## src/rtl/replay_buf_pkg.sv

```systemverilog
// ============================================================================
// Module      : replay_buf_pkg
// Description : Shared state encoding, width helpers and constants for the
//               ping-pong spike replay buffer.
// Revision    : 1.0 - initial release
// ============================================================================
`default_nettype none

package replay_buf_pkg;

  localparam int STATS_W = 16;

  typedef enum logic [0:0] {
    IDLE   = 1'b0,
    REPLAY = 1'b1
  } replay_state_e;

  // Channel index width, never narrower than one bit.
  function automatic int ch_w(input int n);
    return (n > 1) ? $clog2(n) : 1;
  endfunction

  function automatic int slot_w(input int d);
    return (d > 1) ? $clog2(d) : 1;
  endfunction

  // Fill count spans 0..DEPTH inclusive.
  function automatic int cnt_w(input int d);
    return $clog2(d + 1);
  endfunction

endpackage

`default_nettype wire

```

## src/rtl/replay_buffer_mux_bank.sv

```systemverilog
// ============================================================================
// Module      : replay_bank
// Description : One capture bank: NUM_CH x DEPTH slots of P bits, fill count,
//               slot-wide write port and combinational per-channel read port.
// Revision    : 1.0 - initial release
// ============================================================================
`default_nettype none

module replay_bank
  import replay_buf_pkg::*;
#(
  parameter int P      = 64,
  parameter int NUM_CH = 2,
  parameter int DEPTH  = 8
) (
  input  logic                        clk,
  input  logic                        grst,
  input  logic                        i_clear,
  input  logic                        i_wr_en,
  input  logic [NUM_CH*P-1:0]         i_wr_data,
  input  logic [ch_w(NUM_CH)-1:0]     i_rd_ch,
  input  logic [slot_w(DEPTH)-1:0]    i_rd_slot,
  output logic [P-1:0]                o_rd_data,
  output logic [cnt_w(DEPTH)-1:0]     o_wr_cnt
);

  localparam int SW = slot_w(DEPTH);
  localparam int NW = cnt_w(DEPTH);

  logic [NUM_CH*P-1:0] r_mem [DEPTH];
  logic [NW-1:0]       r_wr_cnt;
  logic                w_full;
  logic                w_we;
  logic [SW-1:0]       w_wr_idx;

  assign w_full   = (r_wr_cnt == NW'(DEPTH));
  // A clear restarts the fill at slot 0, so a same-cycle sample lands there.
  assign w_we     = i_wr_en && (i_clear || !w_full);
  assign w_wr_idx = i_clear ? '0 : r_wr_cnt[SW-1:0];

  always_ff @(posedge clk or posedge grst) begin
    if (grst) begin
      r_wr_cnt <= '0;
    end else if (i_clear) begin
      r_wr_cnt <= i_wr_en ? NW'(1) : '0;
    end else if (w_we) begin
      r_wr_cnt <= r_wr_cnt + 1'b1;
    end
  end

  always_ff @(posedge clk) begin
    if (w_we) begin
      r_mem[w_wr_idx] <= i_wr_data;
    end
  end

  assign o_rd_data = r_mem[i_rd_slot][i_rd_ch*P +: P];
  assign o_wr_cnt  = r_wr_cnt;

endmodule

`default_nettype wire

```

## src/rtl/replay_buffer_mux.sv

```systemverilog
// ============================================================================
// Module      : replay_buffer_mux
// Description : Ping-pong spike replay buffer; captures NUM_CH streams per gamma
//               window and replays them serially in the next window.
//               Optional statistics counters: define REPLAY_BUF_STATS_EN.
// Revision    : 1.0 - initial release
// ============================================================================
`default_nettype none

module replay_buffer_mux
  import replay_buf_pkg::*;
#(
  parameter int P      = 64,
  parameter int NUM_CH = 2,
  parameter int DEPTH  = 8
) (
  input  logic                        clk,
  input  logic                        grst,
  input  logic                        gamma_start,
  input  logic                        in_valid,
  input  logic [NUM_CH*P-1:0]         in_data,
  output logic                        out_valid,
  input  logic                        out_ready,
  output logic [P-1:0]                out_data,
  output logic [ch_w(NUM_CH)-1:0]     out_ch,
  output logic [slot_w(DEPTH)-1:0]    out_slot,
  output logic                        out_last,
`ifdef REPLAY_BUF_STATS_EN
  output logic [STATS_W-1:0]          drop_cnt,
  output logic [STATS_W-1:0]          overrun_cnt,
  output logic [STATS_W-1:0]          win_cnt,
`endif
  output logic                        drop,
  output logic                        overrun
);

  localparam int CW = ch_w(NUM_CH);
  localparam int SW = slot_w(DEPTH);
  localparam int NW = cnt_w(DEPTH);

  replay_state_e r_state, w_state_nxt;
  logic          r_wsel;
  logic          r_bank_seen;
  logic [NW-1:0] r_rd_cnt;

  logic [P-1:0]  w_bank_rd  [2];
  logic [NW-1:0] w_bank_cnt [2];

  logic          w_hs;
  logic          w_load;
  logic          w_valid_nxt;
  logic          w_last_nxt;
  logic [CW-1:0] w_ch_nxt;
  logic [SW-1:0] w_slot_nxt;
  logic          w_rd_sel;
  logic [NW-1:0] w_rd_lim;
  logic [P-1:0]  w_rd_data;
  logic          w_drop_ev;
  logic          w_overrun_ev;

  for (genvar b = 0; b < 2; b++) begin : g_bank
    localparam logic c_id = 1'(b);
    replay_bank #(.P(P), .NUM_CH(NUM_CH), .DEPTH(DEPTH)) u_bank (
      .clk       (clk),
      .grst      (grst),
      .i_clear   (gamma_start && (r_wsel != c_id)),
      .i_wr_en   (in_valid && (gamma_start ? (r_wsel != c_id) : (r_wsel == c_id))),
      .i_wr_data (in_data),
      .i_rd_ch   (w_ch_nxt),
      .i_rd_slot (w_slot_nxt),
      .o_rd_data (w_bank_rd[b]),
      .o_wr_cnt  (w_bank_cnt[b])
    );
  end

  assign w_hs         = out_valid && out_ready;
  assign w_drop_ev    = in_valid && !gamma_start && (w_bank_cnt[r_wsel] == NW'(DEPTH));
  // A swap coinciding with the final handshake is a clean hand-over.
  assign w_overrun_ev = gamma_start && (r_state == REPLAY) && !(w_hs && out_last);

  // On a swap the bank being released is still addressed by r_wsel.
  assign w_rd_sel  = gamma_start ? r_wsel : ~r_wsel;
  assign w_rd_lim  = gamma_start ? w_bank_cnt[r_wsel] : r_rd_cnt;
  assign w_rd_data = (NW'(w_slot_nxt) < w_rd_lim) ? w_bank_rd[w_rd_sel] : '0;

  always_ff @(posedge clk or posedge grst) begin
    if (grst) r_state <= IDLE;
    else      r_state <= w_state_nxt;
  end

  always_comb begin
    w_state_nxt = r_state;
    w_valid_nxt = out_valid;
    w_ch_nxt    = out_ch;
    w_slot_nxt  = out_slot;
    w_last_nxt  = out_last;
    w_load      = 1'b0;
    if (gamma_start && r_bank_seen) begin
      w_state_nxt = REPLAY;
      w_valid_nxt = 1'b1;
      w_ch_nxt    = '0;
      w_slot_nxt  = '0;
      w_last_nxt  = 1'b0;
      w_load      = 1'b1;
    end else begin
      case (r_state)
        IDLE: begin
          w_valid_nxt = 1'b0;
        end
        REPLAY: begin
          if (w_hs) begin
            if (out_last) begin
              w_state_nxt = IDLE;
              w_valid_nxt = 1'b0;
              w_last_nxt  = 1'b0;
            end else begin
              w_load = 1'b1;
              if (out_slot == SW'(DEPTH - 1)) begin
                w_slot_nxt = '0;
                w_ch_nxt   = out_ch + 1'b1;
              end else begin
                w_slot_nxt = out_slot + 1'b1;
              end
              w_last_nxt = (w_ch_nxt == CW'(NUM_CH - 1)) && (w_slot_nxt == SW'(DEPTH - 1));
            end
          end
        end
        default: begin
          w_state_nxt = IDLE;
          w_valid_nxt = 1'b0;
        end
      endcase
    end
  end

  always_ff @(posedge clk or posedge grst) begin
    if (grst) begin
      out_valid   <= 1'b0;
      out_data    <= '0;
      out_ch      <= '0;
      out_slot    <= '0;
      out_last    <= 1'b0;
      drop        <= 1'b0;
      overrun     <= 1'b0;
      r_wsel      <= 1'b0;
      r_rd_cnt    <= '0;
      r_bank_seen <= 1'b0;
    end else begin
      out_valid <= w_valid_nxt;
      out_ch    <= w_ch_nxt;
      out_slot  <= w_slot_nxt;
      out_last  <= w_last_nxt;
      if (w_load) out_data <= w_rd_data;
      if (w_drop_ev) drop <= 1'b1;
      if (w_overrun_ev) overrun <= 1'b1;
      if (gamma_start) begin
        r_wsel      <= ~r_wsel;
        r_rd_cnt    <= w_bank_cnt[r_wsel];
        r_bank_seen <= 1'b1;
      end
    end
  end

`ifdef REPLAY_BUF_STATS_EN
  always_ff @(posedge clk or posedge grst) begin
    if (grst) begin
      drop_cnt    <= '0;
      overrun_cnt <= '0;
      win_cnt     <= '0;
    end else begin
      if (w_drop_ev && (drop_cnt != '1))       drop_cnt    <= drop_cnt + 1'b1;
      if (w_overrun_ev && (overrun_cnt != '1)) overrun_cnt <= overrun_cnt + 1'b1;
      if (gamma_start && (win_cnt != '1))      win_cnt     <= win_cnt + 1'b1;
    end
  end
`endif

endmodule

`default_nettype wire

```

## config.mk

```make
export PLATFORM = sky130hd
export DESIGN_NAME = replay_buffer_mux
export DESIGN_NICKNAME = d
export VERILOG_FILES = /design/src/rtl/replay_buf_pkg.sv /design/src/rtl/replay_buffer_mux_bank.sv /design/src/rtl/replay_buffer_mux.sv
export SDC_FILE = /design/constraint.sdc
export NUM_CORES = 2
export LEC_CHECK = 0
export BUFFER_PORTS_ARGS = -buffer_cell sky130_fd_sc_hd__buf_4
export CORE_AREA = 2 2 531 533
export DETAILED_ROUTE_END_ITERATION = 8
export DIE_AREA = 0 0 533 535
export PLACE_DENSITY = 0.4
export SYNTH_ARGS = -nofsm -noshare
export SYNTH_HDL_FRONTEND = slang
export SYNTH_SLANG_ARGS = --single-unit
```

## constraint.sdc

```tcl
create_clock -name clk -period 12.3 [get_ports clk]
set_clock_uncertainty 0.2 [all_clocks]
set_input_delay 0.615 -clock clk [delete_from_list [all_inputs] [get_ports clk]]
set_output_delay 0.615 -clock clk [all_outputs]
set_load 0.01 [all_outputs]
```

### Yosys cells after proc, flatten, opt, wreduce, memory -nomap -nowiden

Memories as Yosys holds them, arrays and structs flattened.
Cells that the tools add are included.
W data, S select, Z words.

* flip-flop bits (word level): 87
* latch bits: 0
* memory bits (writable): 2048
* memory bits (read-only): 0
* bits of input ports: 133
* word-level logic and storage cells: 116
* memories kept: 2

* add/sub/neg operators: 4
* multiply operators: 0
* divide/modulo/power cells: 0
* magnitude comparators: 3
* equal/unequal tests: 7
* shift operators: 2
* multiplexer cells: 55
* bitwise operators: 4
* reductions and logical operators: 26

Memory list
* g_bank[0].u_bank.r_mem: words 8, width 128, rd ports 1, clocked after memory_dff 0, wr ports 1, RTL line replay_buffer_mux_bank.sv:30 `logic [NUM_CH*P-1:0] r_mem [DEPTH];`
* g_bank[1].u_bank.r_mem: words 8, width 128, rd ports 1, clocked after memory_dff 0, wr ports 1, RTL line replay_buffer_mux_bank.sv:30

Operators with widths (count)
* $mux W64: 4
* $shiftx A128 B8 Y64: 2
* $mux W3: 11
* $mux W4: 8
* $mux W1: 31
* $logic_and A1 B1 Y1: 14
* $eq A4 B4 Y1 const B: 3
* $add A4 B1 Y4 const B: 2
* $reduce_bool A2 Y1: 4
* $eq A3 B3 Y1 const B: 2
* $ge A2 B2 Y1 const B: 2
* $logic_not A1 Y1: 4
* $lt A3 B4 Y1: 1
* $not A1 Y2: 2
* $reduce_and A2 Y1: 2
* $add A3 B1 Y3 const B: 1
* $ne A3 B1 Y1 const B: 1
* $ne A3 B2 Y1 const B: 1
* $logic_or A1 B1 Y1: 2
* $not A1 Y1: 2
* $pmux W1 S2: 1
* $add A1 B1 Y1 const B: 1

### Longest topological paths before layout

An unclocked memory read counts as a cell.

* depth in word-level cells: 16
* mapped depth: 17
* depth with buffers taken out: 12

### By module

Synthesis repeated with hierarchy kept, for this count alone.

* cells, all modules: 3569
* area, all modules: 80983.9 um^2

Modules (own cells, without submodules)
* replay_bank at g_bank[1].u_bank: times used 1, cells an instance 1602, area an instance 38500.7 um^2, seq. area each 30849.6 um^2
* replay_bank at g_bank[0].u_bank: times used 1, cells an instance 1602, area an instance 38499.4 um^2, seq. area each 30849.6 um^2
* replay_buffer_mux: times used 1, cells an instance 365, area an instance 3983.8 um^2, seq. area each 1976.9 um^2

### Least setup slack after synthesis

No wires, ideal clock.

* path type: input port to flip-flop
* start: input port gamma_start
* end: memory g_bank[0].u_bank.r_mem[2][0] in the netlist's numbering (enable)
* data arrival time: 10.912 ns
* required time: 11.329 ns
* setup slack: 0.417 ns
* stages on the path: 8
* buffers on the path: 2
* cells stage by stage: clkbuf_1 > inv_1 > ha_1 > clkbuf_1 > nand2_1 > a31oi_1 > nand3b_1 > nor3_1

* cells in the longest elaborated chain, start to end: 5

Ends and longest elaborated chain
* from (decl): RTL line replay_buffer_mux.sv:19 `input logic gamma_start,`
* $mux W1 or $logic_and A1 B1 Y1 (tied branches): RTL line replay_buffer_mux.sv:67, replay_buffer_mux.sv:66
* $logic_and A1 B1 Y1 or $logic_or A1 B1 Y1 (tied branches): RTL line replay_buffer_mux.sv:67, replay_buffer_mux_bank.sv:38
* $logic_and A1 B1 Y1: RTL line replay_buffer_mux_bank.sv:38 `assign w_we = i_wr_en && (i_clear || !w_full);`
* $mux W1: RTL line replay_buffer_mux_bank.sv:52 `if (w_we) begin`
* $mux W1 (implied by the code): RTL line replay_buffer_mux_bank.sv:53 `r_mem[w_wr_idx] <= i_wr_data;`
* to (decl): RTL line replay_buffer_mux_bank.sv:30

Several ways; a longest one is shown, not always the timed one.

### Worst setup path after layout

* start: register out_last
* end: register out_data[59]

* cells in the longest elaborated chain, start to end: 10

Ends and longest elaborated chain
* from (decl): RTL line replay_buffer_mux.sv:27 `output logic out_last,`
* from (signal assigned): RTL line replay_buffer_mux.sv:152 `out_last <= w_last_nxt;`
* $mux W3: RTL line replay_buffer_mux.sv:112 `if (out_last) begin`
* $mux W3: RTL line replay_buffer_mux.sv:111 `if (w_hs) begin`
* $mux W3: RTL line replay_buffer_mux.sv:106 `case (r_state)`
* $mux W3: RTL line replay_buffer_mux.sv:98 `if (gamma_start && r_bank_seen) begin`
* $mem_v2 Z8 W128
* $shiftx A128 B8 Y64: RTL line replay_buffer_mux_bank.sv:57 `assign o_rd_data = r_mem[i_rd_slot][i_rd_ch*P +: P];`
* $mux W64 (implied by the code) (3 in series): RTL line replay_buffer_mux.sv:84 `assign w_rd_data = (NW'(w_slot_nxt) < w_rd_lim) ? w_bank_rd[w_rd_sel] : '0;`
* $mux W64: RTL line replay_buffer_mux.sv:84
* to (signal assigned): RTL line replay_buffer_mux.sv:153 `if (w_load) out_data <= w_rd_data;`
* to (decl): RTL line replay_buffer_mux.sv:24 `output logic [P-1:0] out_data,`

Several ways; a longest one is shown, not always the timed one. The select of a mux whose other input is x is not followed.
A chain may end at the register's enable or synchronous reset.

==> impl_metrics.py <==
metrics = {
    "status": {
        "status": "completed",
    },
    "setup_path": {
        "crit_path_end_kind": "flop",
        "arrival_ns": 6.87,
        "critical_path_class": "flop to flop",
        "ff2ff_path_depth": 12,
        "worstPathMaxFanout": 87,
        "reg2reg_slack_ns": 5.99,
        "rr_endpoint": "out_data[59]$_DFFE_PP0P_",
        "critPathRequiredTime_ns": 12.86,
        "r2r-start": "out_last$_DFFE_PP0P_",
        "setup.worst_path.start_class": "flop",
    },
    "routing": {
        "firstDrtPassIters": 6,
        "totalWireLength_microns": 291000,
        "via_per_inst": 5.10,
        "wl_per_cell_microns": 29.4,
        "ant_nets": 0,
        "drc": 0,
        "drtIter0Drc": 4504,
        "vias": 50500,
    },
    "clock_tree": {
        "numClockSinks": 2135,
        "cts_max_path_buffers": 4,
        "worstSkewPairLatency_ns": 0.88,
        "cts_setup_buffers": 0,
        "clockRootBuffer": "clkbuf_16",
        "clk_pin_slew_ns": 0.06,
        "cts_buffers": 233,
        "cts_tree": "yes",
        "htreeDepth": 4,
    },
    "global_route": {
        "grt.overflow.total": 0,
        "met3_usage_pct": 2.64,
        "grt_pass1_wl_microns": 408000,
        "track_usage_pct": 20.0,
        "grt_start_max_net_pins": 149,
        "grt_pass1_vias": 49900,
        "grtUsageMet1_pct": 29.3,
        "busiest_layer": "met2",
        "grt_use_met2_pct": 31.6,
        "antenna_found_initial": 48,
    },
    "floorplanning": {
        "rows": 194,
        "die_w_microns": 533,
        "core-area_sq_um": 279000,
        "die_h_microns": 535,
        "dieArea_sq_um": 285000,
        "ios": 205,
        "start_util_pct": 29.9,
    },
    "run": {
        "drv_cap": 0,
    },
    "placement": {
        "port-buffer-count": 204,
        "dp_hpwl_microns": 152000,
        "gp_congestion": 0.743,
        "pre_cts_slack_ns": 5.74,
        "dp.cells": 9337,
    },
    "synth": {
        "yosysTopAreaCellShare_pct": 73.7,
        "post-synth-top-area-cell": "edfxtp_1",
        "yosys_register_bits": 2135,
        "synthFlopType": "edfxtp_1",
        "yosysWarnings": 0,
        "synth_edf_count": 2048,
        "synth_area_sq_um": 83400,
        "yosysSeqAreaShare_pct": 76.3,
        "syn_area_per_cell_sq_um": 14.7,
        "syn-instance-count": 5669,
        "async_flop_share_pct": 4.07,
        "ys_top_cells_by_area": "edfxtp_1, nand2_1, nand3_1",
        "synth_cell_types": 54,
        "synth_nets": 5814,
    },
    "hold_path": {
        "min_path_type": "flop to flop",
        "whs_endpoint": "overrun$_DFFE_PP0P_",
        "min_path_cells": 1,
        "hold_start": "overrun$_DFFE_PP0P_",
    },
    "finish": {
        "final_layout_size_suffix_gt1_share_pct": 12.2,
        "stdcell_count": 9899,
        "nNetsFinal": 6125,
        "areaGrowthSynthToFinish_pct": 17.2,
    },
    "power": {
        "totalPowerFinal_mw": 18.6,
        "ir_worst_vdd_mv": 0.109,
        "powerDensity_nw_per_um2": 190,
        "leakage_nw": 32.6,
    },
    "sta": {
        "slew_violations": 0,
        "fin_crit_sh_pct": 51.3,
        "fmax_mhz": 159,
        "rsz0062_at_grt": "false",
        "slew-limit-headroom_pct": 23.2,
        "fin_setup_tns_ns": 0,
        "hold_viol_final": 0,
        "setup_viol": 0,
        "tightest_slew_ns": 1.15,
        "fin_crit_ns": 6.31,
        "hold_ws_ns": 0.294,
        "fin_ws_ns": 5.99,
    },
}
## area by class of cell
class / count / area (sq um)
Antenna cell: 6 / 15.0
Clock buffer: 316 / 6400
Clock inverter: 108 / 790
Fill cell: 26700 / 181000
Inverter: 17 / 93.8
Multi-Input combinational cell: 3151 / 18200
Sequential cell: 2135 / 63700
Tap cell: 3724 / 4660
Timing Repair Buffer: 442 / 3870
## repair_timing
item	4_1_cts	5_1_grt
hold buffers	132	0
endpoints found under the hold margin	2102	0
endpoints found under the setup margin	0	0
gates resized for setup	0	0
## cells by family after synthesis
group,after synthesis,share of synthesized area (%)
AND/OR/NAND/NOR,2008,10.1
flip-flops,2135,76.3
multiplexers,392,4.92
buffers and inverters,383,2.07
adder cells (fa/ha/maj),12,0.180
XOR/XNOR,7,0.0735
AO/OA/AOI/OAI,732,6.27
## cells in the final DEF, fill, tap and decap left out, types with 17 or more instances in the layout
cell	instances
edfxtp_1	2048
nand2_1	1295
nand3_1	647
buf_4	292
a21oi_1	262
mux2i_1	261
clkbuf_16	239
dlygate4sd3_1	132
o22ai_1	126
a32oi_1	126
mux2_2	94
dfrtp_1	87
a211o_1	64
a221o_1	64
clkbuf_1	64
a32o_1	63
clkinv_1	49
clkinv_2	43
mux2_1	34
nor2_1	19
buf_12	18
nor2_4	17
## cell usage after synthesis, types with 15 or more instances
master,number
edfxtp_1,2048
nand2_1,1295
nand3_1,648
a21oi_1,264
mux2i_1,262
clkbuf_1,201
a32oi_1,126
o22ai_1,126
buf_2,111
mux2_2,94
dfrtp_1,87
a211o_1,64
a221o_1,64
a32o_1,63
mux2_1,34
nor2_1,32
buf_1,26
buf_4,15
inv_1,15
## metal layers
| layer | vias up | part of all wire, % |
|---|---|---|
| met3 | 336 | 5.1 |
| met4 | 30 | 1.8 |
| li1 | 22200 | - |
| met1 | 26500 | 47 |
| met2 | 1408 | 46 |
| met5 | - | 0.065 |
## through the flow
step,util [%],instance area [sq um]
after floorplan,-,83400
after global placement,32.0,89200
after detailed placement,32.0,89200
after CTS,35.0,97700
after global routing,35.0,97700
final,35.0,97700
## where the power goes
group          internal (mW)  total [mW]  switching [mW]
logic                  0.853        2.92            2.06
clock network           3.86        6.72            2.86
registers               8.62        8.93           0.309
## registers in the layout (all words and copies together), names as in the netlist, 3 cells and up
register,cells
g_bank.u_bank.o_wr_cnt,8
g_bank.u_bank.r_mem,2048
r_rd_cnt,4
out_slot,3
out_data,64
## worst max-delay path by stage
stage	start	to	slack, ns	depth (start not counted)
5_1_grt	out_last$_DFFE_PP0P_	out_data[59]$_DFFE_PP0P_	5.84	12
2_1_floorplan	gamma_start	g_bank[0].u_bank.r_mem[2][0]$_DFFE_PP_	0.42	8
3_5_place_dp	out_ready	out_data[59]$_DFFE_PP0P_	5.74	13
4_1_cts	out_last$_DFFE_PP0P_	out_data[59]$_DFFE_PP0P_	5.98	12
3_3_place_gp	out_ready	out_data[59]$_DFFE_PP0P_	5.72	13
6_report	out_last$_DFFE_PP0P_	out_data[59]$_DFFE_PP0P_	5.99	12
## critical path, cell delays in order, from the launching register on
cell	delay (ns)
dfrtp_1	0.43
and4b_1	0.74
mux2i_4	0.33
buf_4	0.50
inv_8	0.37
ha_1	0.41
nand2_1	0.05
a211o_1	0.29
nand4_1	0.41
buf_4	0.73
buf_4	0.78
a21oi_1	0.42
a211o_1	0.33
(Power assumes the default switching activity.)
